### src/rtl/logic_pkg.sv
// Shared definitions for the logic result stage: opcode encodings and default data width.
package logic_pkg;

    localparam int DEFAULT_DATA_W = 8;

    typedef enum logic [2:0] {
        OP_ADD     = 3'd0,
        OP_NOT     = 3'd1,
        OP_AND     = 3'd2,
        OP_OR      = 3'd3,
        OP_XOR     = 3'd4,
        OP_XNOR    = 3'd5,
        OP_RAND    = 3'd6,
        OP_ILLEGAL = 3'd7
    } op_e;

endpackage

### src/rtl/logic_fifo2.sv
// Generic 2-entry FIFO with valid/ready on both sides.
// The head entry is a register, so out_data_o is glitch-free and resets to 0.
// in_ready_o depends only on the occupancy register, never on out_ready_i.
module logic_fifo2 #(
    parameter int W = 8
) (
    input  logic         clk,
    input  logic         rst_n,
    input  logic [W-1:0] in_data_i,
    input  logic         in_valid_i,
    output logic         in_ready_o,
    output logic [W-1:0] out_data_o,
    output logic         out_valid_o,
    input  logic         out_ready_i
);

    logic [1:0]   count_q, count_d;
    logic [W-1:0] head_q, head_d;
    logic [W-1:0] tail_q, tail_d;
    logic         push, pop;

    assign in_ready_o  = (count_q != 2'd2);
    assign out_valid_o = (count_q != 2'd0);
    assign out_data_o  = head_q;
    assign push        = in_valid_i && in_ready_o;
    assign pop         = out_valid_o && out_ready_i;

    // Next-state for occupancy and the two storage slots.
    always_comb begin
        count_d = count_q;
        head_d  = head_q;
        tail_d  = tail_q;
        if (pop && count_q == 2'd2) begin
            head_d = tail_q;
        end
        if (push) begin
            // Empty, or draining the single entry this cycle: new data lands at the head.
            if (count_q == 2'd0 || (count_q == 2'd1 && pop)) begin
                head_d = in_data_i;
            end else begin
                tail_d = in_data_i;
            end
        end
        if (push && !pop) begin
            count_d = count_q + 2'd1;
        end else if (pop && !push) begin
            count_d = count_q - 2'd1;
        end
    end

    // Storage and occupancy registers.
    always_ff @(posedge clk or negedge rst_n) begin
        if (!rst_n) begin
            count_q <= 2'd0;
            head_q  <= '0;
            tail_q  <= '0;
        end else begin
            count_q <= count_d;
            head_q  <= head_d;
            tail_q  <= tail_d;
        end
    end

endmodule

### src/rtl/logic_result_stage.sv
// Result stage behind the 8-bit logic unit: selects the addressed result,
// buffers it in a 2-entry FIFO, counts accepted transactions and flags
// illegal opcodes (sticky).
// Optional build macro LOGIC_RESULT_FLAGS_EN adds registered po_zero and
// po_parity outputs describing the head-of-buffer result.
module logic_result_stage
    import logic_pkg::*;
#(
    parameter int DATA_W = DEFAULT_DATA_W,
    parameter int CNT_W  = 16
) (
    input  logic              sys_clk,
    input  logic              sys_rst_n,
    input  logic [DATA_W-1:0] pi_c,
    input  logic [DATA_W-1:0] pi_d,
    input  logic [DATA_W-1:0] pi_e,
    input  logic [DATA_W-1:0] pi_f,
    input  logic [DATA_W-1:0] pi_g,
    input  logic [DATA_W-1:0] pi_h,
    input  logic [DATA_W-1:0] pi_i,
    input  logic [2:0]        pi_op,
    input  logic              pi_valid,
    output logic              po_ready,
    output logic [DATA_W-1:0] po_data,
    output logic              po_valid,
    input  logic              pi_ready,
    input  logic              pi_err_clr,
    output logic              po_err,
`ifdef LOGIC_RESULT_FLAGS_EN
    output logic              po_zero,
    output logic              po_parity,
`endif
    output logic [CNT_W-1:0]  po_cnt
);

    logic [DATA_W-1:0] sel_data;
    logic              push, pop;
    logic [CNT_W-1:0]  cnt_q, cnt_d;
    logic              err_q, err_d;

    assign push = pi_valid && po_ready;
    assign pop  = po_valid && pi_ready;

    // Result select; the illegal opcode is still accepted but stores zero.
    always_comb begin
        sel_data = '0;
        case (pi_op)
            OP_ADD:  sel_data = pi_c;
            OP_NOT:  sel_data = pi_d;
            OP_AND:  sel_data = pi_e;
            OP_OR:   sel_data = pi_f;
            OP_XOR:  sel_data = pi_g;
            OP_XNOR: sel_data = pi_h;
            OP_RAND: sel_data = pi_i;
            default: sel_data = '0;
        endcase
    end

    logic_fifo2 #(
        .W (DATA_W)
    ) u_fifo (
        .clk         (sys_clk),
        .rst_n       (sys_rst_n),
        .in_data_i   (sel_data),
        .in_valid_i  (pi_valid),
        .in_ready_o  (po_ready),
        .out_data_o  (po_data),
        .out_valid_o (po_valid),
        .out_ready_i (pi_ready)
    );

    // Counter wraps silently; an illegal push beats a simultaneous clear.
    always_comb begin
        cnt_d = cnt_q;
        err_d = err_q;
        if (push) begin
            cnt_d = cnt_q + {{(CNT_W-1){1'b0}}, 1'b1};
        end
        if (push && pi_op == OP_ILLEGAL) begin
            err_d = 1'b1;
        end else if (pi_err_clr) begin
            err_d = 1'b0;
        end
    end

    // Transaction counter and sticky error flag.
    always_ff @(posedge sys_clk or negedge sys_rst_n) begin
        if (!sys_rst_n) begin
            cnt_q <= '0;
            err_q <= 1'b0;
        end else begin
            cnt_q <= cnt_d;
            err_q <= err_d;
        end
    end

    assign po_cnt = cnt_q;
    assign po_err = err_q;

`ifdef LOGIC_RESULT_FLAGS_EN
    // Flags shadow the FIFO slots: head flags follow po_data, tail flags wait
    // for the second entry to move up. Occupancy is inferred from po_valid/po_ready.
    logic zero_q, zero_d, par_q, par_d;
    logic tzero_q, tzero_d, tpar_q, tpar_d;

    always_comb begin
        zero_d  = zero_q;
        par_d   = par_q;
        tzero_d = tzero_q;
        tpar_d  = tpar_q;
        if (pop && !po_ready) begin
            zero_d = tzero_q;
            par_d  = tpar_q;
        end
        if (push) begin
            if (!po_valid || pop) begin
                zero_d = (sel_data == '0);
                par_d  = ^sel_data;
            end else begin
                tzero_d = (sel_data == '0);
                tpar_d  = ^sel_data;
            end
        end
    end

    // Flag registers, updated on the same edge as the head data.
    always_ff @(posedge sys_clk or negedge sys_rst_n) begin
        if (!sys_rst_n) begin
            zero_q  <= 1'b0;
            par_q   <= 1'b0;
            tzero_q <= 1'b0;
            tpar_q  <= 1'b0;
        end else begin
            zero_q  <= zero_d;
            par_q   <= par_d;
            tzero_q <= tzero_d;
            tpar_q  <= tpar_d;
        end
    end

    assign po_zero   = zero_q;
    assign po_parity = par_q;
`endif

endmodule
### config.mk
export PLATFORM = sky130hd
export DESIGN_NAME = logic_result_stage
export DESIGN_NICKNAME = d
export VERILOG_FILES = /design/src/rtl/logic_pkg.sv /design/src/rtl/logic_fifo2.sv /design/src/rtl/logic_result_stage.sv
export SDC_FILE = /design/constraint.sdc
export NUM_CORES = 1
export LEC_CHECK = 0
export CAP_MARGIN = 15
export CORE_MARGIN = 1.5
export CORE_UTILIZATION = 35
export CTS_BUF_LIST = sky130_fd_sc_hd__clkbuf_16
export CTS_CLUSTER_SIZE = 20
export DETAILED_ROUTE_END_ITERATION = 6
export GPL_TIMING_DRIVEN = 0
export HOLD_SLACK_MARGIN = 0.1
export PLACE_DENSITY = 0.75
export SYNTH_ARGS = -nofsm -noshare
export SYNTH_HDL_FRONTEND = slang
export SYNTH_HIERARCHICAL = 1
export SYNTH_SLANG_ARGS = --single-unit
### constraint.sdc
create_clock -name sys_clk -period 1.76 [get_ports sys_clk]
set_clock_uncertainty 0.05 [all_clocks]
set_input_delay 0.528 -clock sys_clk [delete_from_list [all_inputs] [get_ports sys_clk]]
set_output_delay 0.528 -clock sys_clk [all_outputs]
set_load 0.005 [all_outputs]
# --- Word level (Yosys, flattened, before mapping) ---
# Index checks and enable logic that the tools add are counted.
word_totals:
  word_cells: 43
  register_bits: 35
  in_bits: 64
classes:
  n_addsub: 3
  mux: 8
  bitwise: 1
  eq_ne: 10
  reduce_logical: 16
op_table:
  columns: ["cell", "count"]
  rows:
  - ["case mux 8 bit (7 select lines)", 1]
  - ["two-way mux 8 bit", 3]
  - ["adder 16 x 1 -> 16 bit, second input constant", 1]
  - ["== test 3 bit, second input constant", 4]
  - ["logical AND 1 bit", 7]
  - ["== test 3 x 2 -> 1 bit, second input constant", 2]
  - ["nonzero test 2 bit", 3]
  - ["two-way mux 2 bit", 2]
  - ["== test 3 x 1 -> 1 bit, second input constant", 1]
  - ["zero test 3 bit", 1]
  - ["adder 2 x 1 -> 2 bit, second input constant", 1]
  - ["== test 2 x 1 -> 1 bit, second input constant", 1]
  - ["== test 2 bit, second input constant", 1]
  - ["zero test 1 bit", 2]
  - ["zero test 2 bit", 1]
  - ["two-way mux 1 bit", 2]
  - ["!= test 2 bit, second input constant", 1]
  - ["AND reduction 2 bit", 1]
  - ["subtractor 2 x 1 -> 2 bit, second input constant", 1]
  - ["logical OR 1 bit", 1]
  - ["NOT 1 bit", 1]

# --- Logic depth before layout (Yosys ltp) ---
# Gate-level depths: netlist (run 1).
depth:
  depth_word: 6
  mapped_depth: 7

# --- By module ---
# Netlist (run 1), hierarchy kept.
by_module_without_submodules:
  columns: ["module", "seq_area_each_um2", "cells_per_inst", "instances", "area_per_inst_um2"]
  rows:
  - ["logic_result_stage", 425.4, 119, 1, 1184.9]
  - ["logic_fifo2", 450.4, 60, 1, 878.3]

# --- Least setup slack after synthesis (run 1) ---
# No wires, ideal clock.
synth_timing:
  kind: "in2reg"
  start: "in pi_op[0]"
  end: "reg u_fifo.head_q[3] (netlist: u_fifo/out_data_o[3])"
  arrival_time_ns: 1.609
  path_stages: 6
  setup_ns: 0.125
  t_required_ns: 1.585
  n_path_buf: 2
  slack_ns: -0.024
  cell_sequence: "buf_4 -> buf_2 -> mux2_2 -> nand2_1 -> o221ai_1 -> mux2_2"
synth_between:
  elab_chain_cells: 4
  elab_cells_between_ends: 10
synth_rtl:
  columns: ["element", "line", "rtl"]
  rows:
  - ["start, declared", "logic_result_stage.sv:21", "input logic [2:0] pi_op,"]
  - ["== test 3 bit (tied with other cells)", "logic_result_stage.sv:47", "case (pi_op)"]
  - ["case mux 8 bit (7 select lines) *", "logic_result_stage.sv:47", null]
  - ["named net sel_data[3]", "logic_result_stage.sv:36", "logic [DATA_W-1:0] sel_data;"]
  - ["two-way mux 8 bit *", "logic_fifo2.sv:38", "if (count_q == 2'd0 || (count_q == 2'd1 && pop)) begin"]
  - ["two-way mux 8 bit *", "logic_fifo2.sv:36", "if (push) begin"]
  - ["named net u_fifo.head_d[3]", "logic_fifo2.sv:18", "logic [W-1:0] head_q, head_d;"]
  - ["end signal, assigned", "logic_fifo2.sv:55", "head_q <= '0;"]
  - ["end signal, assigned", "logic_fifo2.sv:59", "head_q <= head_d;"]
  - ["end, declared", "logic_fifo2.sv:18", null]
# The timed path passes the listed nets; every way through them passes the cells marked *.
# A chain may end at the register's enable or synchronous reset.

# --- Worst setup path in the final report (run 1) ---
layout_timing:
  start: "reg cnt_q[6] (netlist: po_cnt[6])"
  end: "out po_cnt[6]"
layout_lines:
  columns: ["element", "line", "rtl"]
  rows:
  - ["start, declared", "logic_result_stage.sv:38", "logic [CNT_W-1:0] cnt_q, cnt_d;"]
  - ["start signal, assigned", "logic_result_stage.sv:92", "cnt_q <= cnt_d;"]
  - ["end, declared", "logic_result_stage.sv:33", "output logic [CNT_W-1:0] po_cnt"]
# No word-level cell between the ends.

==> results of run 1 <==
[placed cells by master, fill, tap and decap left out, drive strengths merged]
cell type       n
o221ai          1
nor3            1
nand3b          2
nand3           8
clkinv          1
and2            1
and3            2
nor2b           2
a21o            1
a22oi           5
o21ai           4
clkdlybuf4s50  75
xnor2          14
xor2            3
nand2          12
clkbuf          7
inv             9
mux2i           8
nor2           10
dlygate4sd2     3
a31oi           1
a221oi          4
buf            29
mux4            3
a21oi           3
dfrtp          35
clkdlybuf4s15   1
a311oi          4
ha              5
o22ai           5
and2b           1
mux2           26
and4            3
nand4           3
dlymetal6s2s    6
[metal layers]
metal,part of all wire (%),wire length (um),vias to the layer above
met1,39,2173,920
met5,0,0,-
li1,-,-,892
met3,8.6,481,12
met2,51,2824,103
met4,1.9,104,0
[path summary, 6_finish.rpt]
kind | cells after the start | startpoint | to | slack [ps]
setup / recovery | 1 | po_cnt[6] | po_cnt[6] | 30
hold / removal | 1 | sys_rst_n | po_cnt[3] | 280
setup reg to reg | 6 | u_fifo/count_q[1] | u_fifo/tail_q[0] | 60
hold reg to reg | 1 | po_cnt[15] | po_cnt[15] | 430
max in group asynchronous | 1 | sys_rst_n | u_fifo/count_q[1] | 830
min in group sys_clk | 1 | po_cnt[15] | po_cnt[15] | 430
[cells by family after synthesis]
| kind of cell | share of synthesized area [%] |
|---|---|
| AOI/OAI and AO/OA | 9.582 |
| xor gates and xnor gates | 7.217 |
| adders and majority gates | 3.032 |
| buffers and inverters | 2.789 |
| DFF | 42.45 |
| muxes | 21.35 |
| and+or+nand+nor | 13.59 |
[power by group]
part,internal (mW),switching [mW],leakage (nW),total (mW)
logic,1.19,0.735,1.06,1.93
clock network,0.510,0.302,0.0762,0.812
registers,1.10,0.164,0.439,1.26
total,2.80,1.20,1.58,4.00
[cell type report]
class                   instances  area [um2]
plain buffers                   5       41.29
clock buffers                   5       125.1
clock inverters                 3       12.51
fillers                       481        2101
inverters                       7       26.28
multi-input cells             132        1285
flip-flops and latches         35       879.6
well taps                      72       90.09
repair buffers                111        1047
[registers in the layout (all words and copies together) (netlist names)]
register,cells
po_cnt,16
u_fifo/count_q,2
u_fifo/out_data_o,8
po_err,1
u_fifo/tail_q,8
[timing repair]
item	CTS	global route
pin swaps	4	8
gates resized for setup	35	32
setup buffers	21	2
endpoints found under the setup margin	44	26
==> results_dict.tcl, run 1 <==
set metrics [dict create \
    groute.layer.met1.usage_pct 20.80 \
    fin_nets 366 \
    coreArea_um2 5608 \
    drt.antenna.violating_nets 0 \
    num_io_pins 91 \
    cellLeakagePower_nw 1.580 \
    floorplan.die_area_um2 6365 \
    worst-path-buf-inv 1 \
    cts-hold-fix-buffers 0 \
    numPortBuffers 89 \
    yosys.area.top_type "sky130_fd_sc_hd__dfrtp_1" \
    timing.hold.worst.class "primary input to asynchronous set/reset pin" \
    detail_route.wl_per_cell_um 15.09 \
    timing.final.setup_violations 0 \
    fraction_of_final_layout_cells_sized_beyond_drive_strength_1_pct 33.89 \
    grt_start_max_net_pins 36 \
    post_synth_main_area_contributors "sky130_fd_sc_hd__dfrtp_1, sky130_fd_sc_hd__mux2_2, sky130_fd_sc_hd__xnor2_1" \
    std_cell_rows 27 \
    worst_setup_path_start_kind "flip-flop" \
    synthFlopType "sky130_fd_sc_hd__dfrtp_1" \
    critPathTopFamily "buffers and inverters" \
    timing.critical_path.slowest_cell_delay_ps 510 \
    remaining_drc_errors 0 \
    unrepaired_setup_endpoints_after_global_routing "yes" \
    syn_nets 248 \
    finalMaxSlewViolations 0 \
    grt_antenna_before_repair 0 \
    vdd.ir_drop.worst_uv 857.3 \
    die_height_um 79.78 \
    critPathArrivalTime_ps 1160 \
    post_dp_hpwl_mm 3.959 \
    busiest_layer "met2" \
    stdcell_count 370 \
    post_dp_cell_area_um2 3042 \
    yosys_register_bits 35 \
    overflow 0 \
    finalHoldWorstSlack_ps 281.7 \
    gpl.final_weighted_congestion 0.8205 \
    numPlacedInstances 340 \
    finalWirelength_mm 5.583 \
    floorplan.initialDensity_pct 36.79 \
    ctsLongestPathBuffers 2 \
    cts_buffers 5 \
    synth.top_cells.by_count "sky130_fd_sc_hd__dfrtp_1, sky130_fd_sc_hd__mux2_2, sky130_fd_sc_hd__xnor2_1" \
    crit_fanout 2 \
    postLayoutCellArea_um2 3507 \
    final-hold-violation-count 0 \
    clock_tree_from_tritoncts "done" \
    die_width_um 79.78 \
    cts.root.buffer_cell "sky130_fd_sc_hd__clkbuf_16" \
    end_kind "output pin" \
    setup_tns_ps 0 \
    syn2layout_area_growth_pct 69.98 \
    synth.cell_area_um2 2063 \
    diodes 0 \
    final_core_utilization_pct 62.54 \
    required_ps 1180 \
    p_total_mw 4.002 \
    cts_max_level 2 \
    gr-usage-met2_pct 30.08 \
    slew_headroom_pct 48.33 \
    synth-seq-area-share_pct 42.45 \
    synth_edf_count 0 \
    num_vias 1927 \
    first_pass_grt_wire_length_mm 8.769 \
    cellPowerDensity_nw_per_um2 1141 \
    insertion_delay_ps 270 \
    yosysMostFrequentCell "sky130_fd_sc_hd__dfrtp_1" \
    post-synth-top-area-fraction_pct 42.45 \
    clock.fmax_mhz 576.5 \
    grtUsageMet3_pct 5.714 \
    yosys_warnings 6 \
    slowest_stage "sky130_fd_sc_hd__clkdlybuf4s50_1" \
    dr.first_iter.drc_count 50 \
    timing.setup.critical_path_class "flip-flop to output pin" \
    grt_pass1_vias 1974 \
    synth_cell_type_count 36 \
    worst-slew-pin-transition_ps 775.1 \
    drt_pre_antenna_iters 4 \
    vias_per_instance 5.208 \
    max_cap_viol_count 0 \
    run_status "finished clean" \
    period_minus_slack_ps 1735 \
    combined_global_route_utilization_of_all_metal_layers_pct 17.91 \
    clock_pin_slew_on_the_worst_setup_and_hold_paths_ps 50 \
    syn-instance-count 179 \
    postSynthAreaPerCell_um2 11.53 \
    crit_chain "clkdlybuf4s50_1" \
    timing.final.ws_setup_ps 25.33 \
    clkSinkCount 35 \
    synth-async-reset-ratio_pct 100.0 \
    final.period_utilization_pct 98.56 \
    post-place-ws_ps -692.7 \
]
Note: power is estimated with default switching activity, not from simulation.
==> inputs of run 2 (changes only) <==
--- a/config.mk
+++ b/config.mk
@@ -5,6 +5,7 @@
 export SDC_FILE = /design/constraint.sdc
 export NUM_CORES = 1
 export LEC_CHECK = 0
+export ABC_AREA = 1
 export CAP_MARGIN = 15
 export CORE_MARGIN = 1.5
 export CORE_UTILIZATION = 35
@@ -12,8 +13,8 @@
 export CTS_CLUSTER_SIZE = 20
 export DETAILED_ROUTE_END_ITERATION = 6
 export GPL_TIMING_DRIVEN = 0
-export HOLD_SLACK_MARGIN = 0.1
-export PLACE_DENSITY = 0.75
+export HOLD_SLACK_MARGIN = 0.03
+export PLACE_DENSITY = 0.72
 export SYNTH_ARGS = -nofsm -noshare
 export SYNTH_HDL_FRONTEND = slang
 export SYNTH_HIERARCHICAL = 1
==> run 2 against run 1 <==
  * Power increased by 1.7%
  * Largest power group unchanged
  * Worst setup slack got worse by 12 ps
  * Non-clock buffer count grew 5
  * Count of clock-buffer cells in the layout did not move
  * Highest routed layer unchanged
  * Hold slack barely moved
  * Final cell count grew 39%
  * Largest cell class unchanged
  * Critical endpoint is now po_data[6]
  * Critical path depth stayed put
==> results_dict.tcl, run 2 <==
set metrics [dict create \
    yosys_register_bits 35 \
    end_kind "output pin" \
    run_status "finished clean" \
    cts.root.buffer_cell "sky130_fd_sc_hd__clkbuf_16" \
    syn-instance-count 319 \
    syn_nets 388 \
    floorplan.die_area_um2 7495 \
    fraction_of_final_layout_cells_sized_beyond_drive_strength_1_pct 16.63 \
    clock_pin_slew_on_the_worst_setup_and_hold_paths_ps 60 \
    cellPowerDensity_nw_per_um2 1086 \
    worst-slew-pin-transition_ps 767.2 \
    grt_pass1_vias 2497 \
    vdd.ir_drop.worst_uv 443.2 \
    floorplan.initialDensity_pct 36.19 \
    num_vias 2498 \
    clock.fmax_mhz 572.5 \
    slew_headroom_pct 48.86 \
    numPlacedInstances 487 \
    grt_antenna_before_repair 0 \
    final_cell_mix "sky130_fd_sc_hd__clkdlybuf4s50_1, sky130_fd_sc_hd__nand2_1, sky130_fd_sc_hd__nand4_1" \
    final-hold-violation-count 0 \
    setup_tns_ps 0 \
    clock_tree_from_tritoncts "done" \
    timing.rr.start "u_fifo/count_q[1]" \
    period_minus_slack_ps 1747 \
    timing.critical_path.slowest_cell_delay_ps 510 \
    layout.cells.most_common "sky130_fd_sc_hd__clkdlybuf4s50_1" \
    final.period_utilization_pct 99.25 \
    dr.max_layer_used "met4" \
    finalWirelength_mm 6.541 \
    route.met2.wl_mm 3.216 \
    r2r_cells 11 \
    stdcell_count 513 \
    overflow 0 \
    clkSinkCount 35 \
    rr_endpoint "po_cnt[15]" \
    r2r_setup_slack_ps 120 \
    wl_met3_um 444 \
    die_width_um 86.58 \
    grt_start_max_net_pins 36 \
    finalMaxSlewViolations 0 \
    coreArea_um2 6756 \
    yosysMostFrequentCell "sky130_fd_sc_hd__nand2_1" \
    max_cap_viol_count 0 \
    required_ps 1180 \
    numPortBuffers 88 \
    largest_register_ff_count 16 \
    synth.top_cells.by_count "sky130_fd_sc_hd__nand2_1, sky130_fd_sc_hd__inv_1, sky130_fd_sc_hd__nand4_1" \
    cp-endpoint "po_data[6]" \
    synth_cell_type_count 31 \
    slowest_stage "sky130_fd_sc_hd__clkdlybuf4s50_1" \
    yosys.area.top_type "sky130_fd_sc_hd__dfrtp_1" \
    cellLeakagePower_nw 1.805 \
    cts_buffers 5 \
    yosys_warnings 6 \
    worst-path-buf-inv 1 \
    synth.cell_area_um2 2445 \
    syn2layout_area_growth_pct 53.28 \
    timing.setup.critical_path_class "flip-flop to output pin" \
    crit_chain "clkdlybuf4s50_1" \
    dr.first_iter.drc_count 88 \
    cts_max_level 2 \
    finalHoldWorstSlack_ps 282.1 \
    postSynthAreaPerCell_um2 7.664 \
    vias_per_instance 4.869 \
    detail_route.wl_per_cell_um 12.75 \
    drt.antenna.violating_nets 0 \
    timing.hold.worst.class "primary input to asynchronous set/reset pin" \
    std_cell_rows 30 \
    worst_setup_path_start_kind "flip-flop" \
    combined_global_route_utilization_of_all_metal_layers_pct 18.46 \
    synth-async-reset-ratio_pct 100.0 \
    worstSetupPathDepth 1 \
    synth_edf_count 0 \
    fin_nets 501 \
    gpl.final_weighted_congestion 0.8912 \
    crit_fanout 2 \
    critPathTopFamily "buffers and inverters" \
    critPathArrivalTime_ps 1170 \
    drt_pre_antenna_iters 5 \
    post_synth_main_area_contributors "sky130_fd_sc_hd__dfrtp_1, sky130_fd_sc_hd__nand4_1, sky130_fd_sc_hd__nand2_1" \
    first_pass_grt_wire_length_mm 11.12 \
    diodes 0 \
    ctsLongestPathBuffers 2 \
    timing.final.setup_violations 0 \
    routedLengthMet1_mm 2.845 \
    num_io_pins 91 \
    p_total_mw 4.070 \
    post_dp_hpwl_mm 5.117 \
    synth-seq-area-share_pct 35.82 \
    die_height_um 86.58 \
    setup.worst_path.start "u_fifo/out_data_o[6]" \
    post-synth-top-area-fraction_pct 35.82 \
    remaining_drc_errors 0 \
    insertion_delay_ps 270 \
    synthFlopType "sky130_fd_sc_hd__dfrtp_1" \
]
[run 2: cell count changes in the layout (fill, tap and decap cells not counted), moves of 7 or more]
cell	delta
sky130_fd_sc_hd__nor2_1	+10
sky130_fd_sc_hd__o21ai_1	+10
sky130_fd_sc_hd__nand3_1	+25
sky130_fd_sc_hd__mux2i_1	-8
sky130_fd_sc_hd__inv_1	+36
sky130_fd_sc_hd__nand2_1	+54
sky130_fd_sc_hd__nand4_1	+40
sky130_fd_sc_hd__mux2_2	-22
sky130_fd_sc_hd__o21ai_0	+7
[run 2: how the worst min path moves through the flow]
stage,to,depth (start not counted)
final,u_fifo/tail_q[4],1
after global routing,u_fifo/tail_q[4],1
after CTS,u_fifo/tail_q[4],1
after detailed placement,u_fifo/count_q[0],1
after global placement,u_fifo/count_q[0],1
after floorplan,po_cnt[0],0
[run 2: metal layers]
| metal | vias to the layer above | GRT usage (%) |
|---|---|---|
| met5 | - | 0 |
| met4 | 0 | 4.252 |
| met3 | 4 | 3.905 |
| met2 | 95 | 33.74 |
| met1 | 1114 | 22.10 |
| li1 | 1285 | - |
[run 2: worst register-to-register path: cells and delay by family (launching register included)]
kind / cells / cell delay (ps)
adders and majority gates: 1 / 150
and+or+nand+nor: 6 / 590
DFF: 1 / 400
buffers and inverters: 4 / 340
[run 2: what timing repair did]
action / CTS / global route
hold buffers: 0 / 0
gates resized for setup: 15 / 11
pin swaps: 1 / 0
endpoints found under the setup margin: 30 / 20
buffers inserted: 17 / 2
[run 2: where the power goes]
part / internal [mW] / switching (mW)
logic: 1.02 / 1.03
registers: 1.07 / 0.122
clock network: 0.513 / 0.309
[run 2: area by class of cell]
cell class / count / area, um2
sequential: 35 / 875.8
timing repair buffer: 107 / 1031
inverter: 50 / 195.2
buffer: 14 / 108.9
tap: 80 / 100.1
clock inverter: 3 / 15.01
multi-input combinational: 219 / 1296
clock buffer: 5 / 125.1
fill: 609 / 3009
[run 2: cell families (layout without fill, tap and decap cells)]
kind of cell	count (synthesis)	in the layout	share of synthesized area [%]
buffers and inverters	65	179	12.38
AOI/OAI and AO/OA	25	25	5.681
and+or+nand+nor	175	175	38.54
DFF	35	35	35.82
xor gates and xnor gates	14	14	5.015
adders and majority gates	5	5	2.559
[run 2: metrics by stage]
stage,setup WS [ps],util [%],cell area (um2)
after floorplan,166.4,-,2445
after global placement,-663.0,50.70,3426
after detailed placement,-344.7,50.63,3421
after CTS,3.242,54.89,3709
after global routing,-11.91,55.46,3747
final,13.22,55.46,3747
